### config.mk
export PLATFORM = sky130hd
export DESIGN_NAME = quad_updn_decoder
export DESIGN_NICKNAME = d
export VERILOG_FILES = /design/src/rtl/quad_updn_decoder_pkg.sv /design/src/rtl/quad_updn_decoder_filter.sv /design/src/rtl/quad_updn_decoder.sv
export SDC_FILE = /design/constraint.sdc
export NUM_CORES = 1
export LEC_CHECK = 0
export ABC_AREA = 1
export CAP_MARGIN = 5
export CORE_MARGIN = 2
export CORE_UTILIZATION = 40
export CTS_BUF_LIST = sky130_fd_sc_hd__clkbuf_4 sky130_fd_sc_hd__clkbuf_8
export DETAILED_ROUTE_END_ITERATION = 10
export GPL_TIMING_DRIVEN = 0
export PLACE_DENSITY = 0.64
export SYNTH_ARGS = -nofsm -noshare
export SYNTH_HDL_FRONTEND = slang
export SYNTH_SLANG_ARGS = --single-unit
export TNS_END_PERCENT = 100
### constraint.sdc
create_clock -name clk -period 2.4 [get_ports clk]
set_input_delay 0.48 -clock clk [delete_from_list [all_inputs] [get_ports clk]]
set_output_delay 0.48 -clock clk [all_outputs]
set_load 0.02 [all_outputs]
### src/rtl/quad_updn_decoder_pkg.sv
// Shared encodings for the quadrature decoder: Gray-code AB states,
// step directions, FSM states, and the step classification function.
package quad_updn_decoder_pkg;

   localparam logic [1:0] AB_00 = 2'b00;
   localparam logic [1:0] AB_10 = 2'b10;
   localparam logic [1:0] AB_11 = 2'b11;
   localparam logic [1:0] AB_01 = 2'b01;

   typedef enum logic [1:0] {
      STEP_NONE = 2'd0,
      STEP_UP   = 2'd1,
      STEP_DN   = 2'd2,
      STEP_ERR  = 2'd3
   } step_t;

   typedef enum logic {
      PRIME = 1'b0,
      TRACK = 1'b1
   } fsm_t;

   // Forward successor along 00 -> 10 -> 11 -> 01 -> 00
   function automatic logic [1:0] next_up(input logic [1:0] ab);
      logic [1:0] nxt;
      case (ab)
         AB_00:   nxt = AB_10;
         AB_10:   nxt = AB_11;
         AB_11:   nxt = AB_01;
         default: nxt = AB_00;
      endcase
      return nxt;
   endfunction

   function automatic step_t step_dir(input logic [1:0] prev, input logic [1:0] cur);
      step_t dir;
      if (cur == prev)
         dir = STEP_NONE;
      else if (cur == next_up(prev))
         dir = STEP_UP;
      else if (prev == next_up(cur))
         dir = STEP_DN;
      else
         dir = STEP_ERR;
      return dir;
   endfunction

endpackage

### src/rtl/quad_updn_decoder_filter.sv
// One-bit input conditioner: SYNC_STAGES-deep synchronizer followed by a
// stability filter that accepts a new level only after FILT steady samples.
module quad_input_filter #(
   parameter int SYNC_STAGES = 2,
   parameter int FILT        = 3
) (
   input  logic clk,
   input  logic reset,
   input  logic din,
   output logic dout,
   output logic settled
);

   localparam int CW = $clog2(FILT + 1);

   logic [SYNC_STAGES-1:0] sync_q, sync_d;
   logic [CW-1:0]          cnt_q, cnt_d;
   logic                   filt_q, filt_d;
   logic                   s;

   assign s = sync_q[SYNC_STAGES-1];

   // A one-bit sample that differs from the filtered level can only equal the
   // previous sample or the filtered level itself (count already zero), so a
   // plain run counter of differing samples implements the stability rule.
   always_comb begin
      sync_d = {sync_q[SYNC_STAGES-2:0], din};
      cnt_d  = '0;
      filt_d = filt_q;
      if (s != filt_q) begin
         if (cnt_q == CW'(FILT - 1)) begin
            filt_d = s;
         end else begin
            cnt_d = cnt_q + 1'b1;
         end
      end
   end

   always_ff @(posedge clk or posedge reset) begin
      if (reset) begin
         sync_q <= '0;
         cnt_q  <= '0;
         filt_q <= 1'b0;
      end else begin
         sync_q <= sync_d;
         cnt_q  <= cnt_d;
         filt_q <= filt_d;
      end
   end

   assign dout    = filt_q;
   assign settled = (sync_q == {SYNC_STAGES{filt_q}});

endmodule

### src/rtl/quad_updn_decoder.sv
// Quadrature up/down decoder: filtered A/B inputs, Gray-step decode into
// one-cycle up/down pulses, and an N-bit position count with carry/borrow.
module quad_updn_decoder
   import quad_updn_decoder_pkg::*;
#(
   parameter int N           = 8,
   parameter int SYNC_STAGES = 2,
   parameter int FILT        = 3
) (
   input  logic         clk,
   input  logic         reset,
   input  logic         ina,
   input  logic         inb,
   input  logic         clr,
   output logic         up_pulse,
   output logic         dn_pulse,
   output logic [N-1:0] pos,
   output logic         cout,
   output logic         bout,
   output logic         err
);

   localparam int PCW = $clog2(FILT + 1);

   logic        filt_a, filt_b;
   logic        settled_a, settled_b;
   logic        both_settled;
   logic [1:0]  ab;
   step_t       dir;

   fsm_t           state_q, state_d;
   logic [1:0]     prev_ab_q, prev_ab_d;
   logic [PCW-1:0] prime_cnt_q, prime_cnt_d;
   logic [N-1:0]   pos_q, pos_d;
   logic           up_q, up_d;
   logic           dn_q, dn_d;
   logic           cout_q, cout_d;
   logic           bout_q, bout_d;
   logic           err_q, err_d;

   quad_input_filter #(.SYNC_STAGES(SYNC_STAGES), .FILT(FILT)) u_filt_a (
      .clk     (clk),
      .reset   (reset),
      .din     (ina),
      .dout    (filt_a),
      .settled (settled_a)
   );

   quad_input_filter #(.SYNC_STAGES(SYNC_STAGES), .FILT(FILT)) u_filt_b (
      .clk     (clk),
      .reset   (reset),
      .din     (inb),
      .dout    (filt_b),
      .settled (settled_b)
   );

   assign ab           = {filt_a, filt_b};
   assign both_settled = settled_a & settled_b;

   always_comb begin
      state_d     = state_q;
      prev_ab_d   = prev_ab_q;
      prime_cnt_d = prime_cnt_q;
      pos_d       = pos_q;
      up_d        = 1'b0;
      dn_d        = 1'b0;
      cout_d      = 1'b0;
      bout_d      = 1'b0;
      err_d       = 1'b0;
      dir         = step_dir(prev_ab_q, ab);

      case (state_q)
         PRIME: begin
            // Prime on the first accepted level, or once both inputs have sat
            // quietly for FILT cycles (encoder parked at 00).
            prime_cnt_d = both_settled ? prime_cnt_q + 1'b1 : '0;
            if ((ab != AB_00) || (both_settled && (prime_cnt_q == PCW'(FILT - 1)))) begin
               prev_ab_d   = ab;
               prime_cnt_d = '0;
               state_d     = TRACK;
            end
         end
         default: begin
            prev_ab_d = ab;
            case (dir)
               STEP_UP: begin
                  up_d   = 1'b1;
                  pos_d  = pos_q + 1'b1;
                  cout_d = &pos_q;
               end
               STEP_DN: begin
                  dn_d   = 1'b1;
                  pos_d  = pos_q - 1'b1;
                  bout_d = ~|pos_q;
               end
               STEP_ERR: err_d = 1'b1;
               default: ;
            endcase
         end
      endcase

      if (clr) begin
         pos_d  = '0;
         cout_d = 1'b0;
         bout_d = 1'b0;
      end
   end

   always_ff @(posedge clk or posedge reset) begin
      if (reset) begin
         state_q     <= PRIME;
         prev_ab_q   <= AB_00;
         prime_cnt_q <= '0;
         pos_q       <= '0;
         up_q        <= 1'b0;
         dn_q        <= 1'b0;
         cout_q      <= 1'b0;
         bout_q      <= 1'b0;
         err_q       <= 1'b0;
      end else begin
         state_q     <= state_d;
         prev_ab_q   <= prev_ab_d;
         prime_cnt_q <= prime_cnt_d;
         pos_q       <= pos_d;
         up_q        <= up_d;
         dn_q        <= dn_d;
         cout_q      <= cout_d;
         bout_q      <= bout_d;
         err_q       <= err_d;
      end
   end

   assign up_pulse = up_q;
   assign dn_pulse = dn_q;
   assign pos      = pos_q;
   assign cout     = cout_q;
   assign bout     = bout_q;
   assign err      = err_q;

endmodule

==> results.json <==
{
  "hold_depth": 0,
  "dr_total_vias": 1211,
  "final_common_cell": "nand2_1",
  "status": "finished clean",
  "postSynthNetCount": 191,
  "postCtsSetupRepairBufs": 0,
  "power_per_cell_area_nw_per_um2": 1300,
  "diodes": 0,
  "grt_overflow": 0,
  "synth_largest_area_cell": "dfrtp_1",
  "detailed_routing_iteration_count_for_the_pre_antenna_repair_pass": 6,
  "power_uw": 2320,
  "power.ir.vdd_worst_mv": 0.502,
  "fin_worst_skew_ns": 0.00284,
  "yosysSeqAreaShare_pct": 47.2,
  "worst_skew_pair.late_latency_ns": 0.27,
  "critical_path.max_fanout": 6,
  "synth_top_area_share_pct": 47.2,
  "cp_cell_sequence": "inv_2 > nand2_2 > nand2_4 > nand2_4 > inv_4 > ha_1 > inv_1 > o21bai_1 > a21oi_1 > nand3_1 > nand3_1 > nand2_1",
  "setup.reg_to_reg.worst_slack_ns": 0.48,
  "endpoint_kind": "flop",
  "critPathSlowestCell": "dfrtp_1",
  "max_freq_ghz": 0.520,
  "finish.utilization_pct": 49.5,
  "pwr-share-clk_pct": 15.7,
  "power.share.sequential_pct": 31.3,
  "drt_drc_violations_left": 0,
  "gp_weighted_congestion": 0.820,
  "wirelength_routed_um": 2780,
  "switchingPower_uw": 1020,
  "die_h_um": 64.9,
  "r2r_end": "pos[6]",
  "worst_slew_margin_relative_to_its_limit_pct": 32.0,
  "worstHoldStart": "u_filt_a.sync_q[0]",
  "rsz_0062_raised_after_global_routing": "no",
  "num-nets-final": 213,
  "maxCapViolations": 0,
  "ctsLongestPathBuffers": 2,
  "global_route_wire_length_before_repair_um": 4970,
  "wl_per_cell_um": 11.1,
  "design.die.area_um2": 4220,
  "power_frac_comb_pct": 53.0,
  "area.growth.synth_to_final_pct": 20.3,
  "htree_levels": 1,
  "worstSetupPathType": "flop to flop",
  "io_pins": 18,
  "timing_worst_slew_pin_value_ns": 1.02,
  "grt_start_max_net_pins": 29,
  "critPathRequiredTime_ns": 2.57,
  "p_int_uw": 1290,
  "detailed_place_hpwl_um": 2070,
  "slowest_delay_ns": 0.45,
  "cts_tree": "yes",
  "final_antenna_net_count": 0,
  "clkTransAtPathRegs_ns": 0.09,
  "setup_viol": 0,
  "clkSinkCount": 28,
  "grt_pass1_vias": 1131,
  "arrival_ns": 2.09,
  "timing.final.crit_share_pct": 80.1,
  "cts_root_buffer": "clkbuf_8",
  "portBuffers": 17,
  "cts-resized-gates": 0,
  "worst_setup_path_startpoint": "u_filt_a.dout",
  "sw_frac_of_total_pct": 44.2,
  "reg2reg_from": "u_filt_a.dout",
  "grt_antenna_before_repair": 0,
  "setup_tns_ns": 0,
  "hold_end": "u_filt_a.sync_q[1]",
  "layout-drive-gt1-share_pct": 11.4,
  "post_synth_num_cell_types": 29,
  "drv_slew": 0,
  "critical_path.startpoint_type": "flop",
  "groute.usage.overall_pct": 15.2,
  "number_of_warnings_issued_by_yosys": 0,
  "reg2reg_depth": 12,
  "holdCritPathClass": "flop to flop",
  "cts_hold_buf": 0,
  "post-route-min-period_ns": 1.92,
  "die-width_um": 64.9,
  "p_leak_uw": 0.000898,
  "routed_via_density": 4.84,
  "number_of_drc_markers_after_the_initial_detailed_route_iteration": 50,
  "synth_area_um2": 1490,
  "mostFrequentLayoutCells": "nand2_1, dfrtp_1, inv_1",
  "hold_viol_final": 0,
  "postSynthCellCount": 181,
  "syn_avg_cell_area_um2": 8.21,
  "fp-row-count": 22,
  "cts_buffers": 3,
  "fp.coreArea_um2": 3610,
  "ys_seq_elements": 28,
  "start_util_pct": 41.2,
  "ys_top_cells_by_area": "dfrtp_1, nand2_1, inv_1, nand3_1, ha_1"
}
worst max-delay path: cells and delay by family (launching register included):
kind	cells	cell delay, ns
flops	1	0.45
compound gates	2	0.30
fa+ha+maj	1	0.30
buf+inv	3	0.27
simple gates	6	0.51
state kept, by name, indices dropped and copies added (netlist names), 2 cells and up:
name / cells
u_filt_b.cnt_q: 2
u_filt_b.sync_q: 2
pos: 8
u_filt_a.sync_q: 2
prev_ab_q: 2
u_filt_a.cnt_q: 2
prime_cnt_q: 2
power by group through the flow:
stage          Clock (uW)  Sequential [uW]  Combinational [uW]
2_1_floorplan           0              790                 858
3_3_place_gp            0              736                1210
3_5_place_dp            0              736                1230
6_report              364              726                1230
5_1_grt               405              746                1400
4_1_cts               382              727                1240
metrics by stage:
step	std cells	cell area (um2)	hold slack (ns)	setup WS, ns
floorplan	181	1490	0.375	0.710
global placement	246	1720	0.385	0.514
detailed placement	246	1720	0.389	0.503
CTS	250	1790	0.411	0.466
global route	250	1790	0.440	0.180
finish	250	1790	0.408	0.477
cells in the mapped netlist:
cell,n
nand3_1,16
nand2_1,45
o22ai_1,1
o21ai_1,3
inv_4,1
inv_2,5
dfrtp_1,28
o21ai_0,7
nand2_2,5
xor2_1,1
o21bai_1,2
xnor2_1,1
o21bai_2,1
o31ai_1,1
inv_1,25
o22ai_2,1
and2_1,1
nor3_1,6
nor3_4,1
a21oi_1,5
ha_1,5
nand4_1,1
nand2_4,3
or3_1,1
nor4_1,2
o21ai_2,1
nor2_1,10
a221oi_1,1
nor2_4,1
worst max path at each step:
| stage | slack, ns | endpoint | cells past startpoint |
|---|---|---|---|
| floorplan | 0.71 | pos[6] | 11 |
| global placement | 0.51 | pos[6] | 12 |
| detailed placement | 0.50 | pos[6] | 12 |
| CTS | 0.47 | pos[6] | 12 |
| global route | 0.18 | pos[6] | 13 |
| finish | 0.48 | pos[6] | 12 |
final cells by class:
type                       count  area [um2]
fill                         370        1820
multi-input combinational    122         666
timing repair buffer          17         170
sequential                    28         701
clock buffer                   3        41.3
tap                           48        60.1
clock inverter                 1        30.0
inverter                      31         119
logic make-up (layout without fill, tap and decap cells):
group | Yosys count | after routing | synth area share [%]
buffers and inverters | 31 | 52 | 8.00
DFF | 28 | 28 | 47.2
AOI/OAI and AO/OA | 23 | 23 | 9.77
xor gates and xnor gates | 2 | 2 | 1.18
and+or+nand+nor | 92 | 92 | 29.7
adders and majority gates | 5 | 5 | 4.21
metal layers:
layer | vias to the layer above | GRT usage [%] | wire length (um)
met5 | - | 0 | 0
met4 | 0 | 4.79 | 27
met3 | 2 | 2.60 | 128
met2 | 27 | 23.2 | 1260
met1 | 554 | 21.9 | 1360
li1 | 628 | - | -
Note: power is estimated with default switching activity, not from simulation.
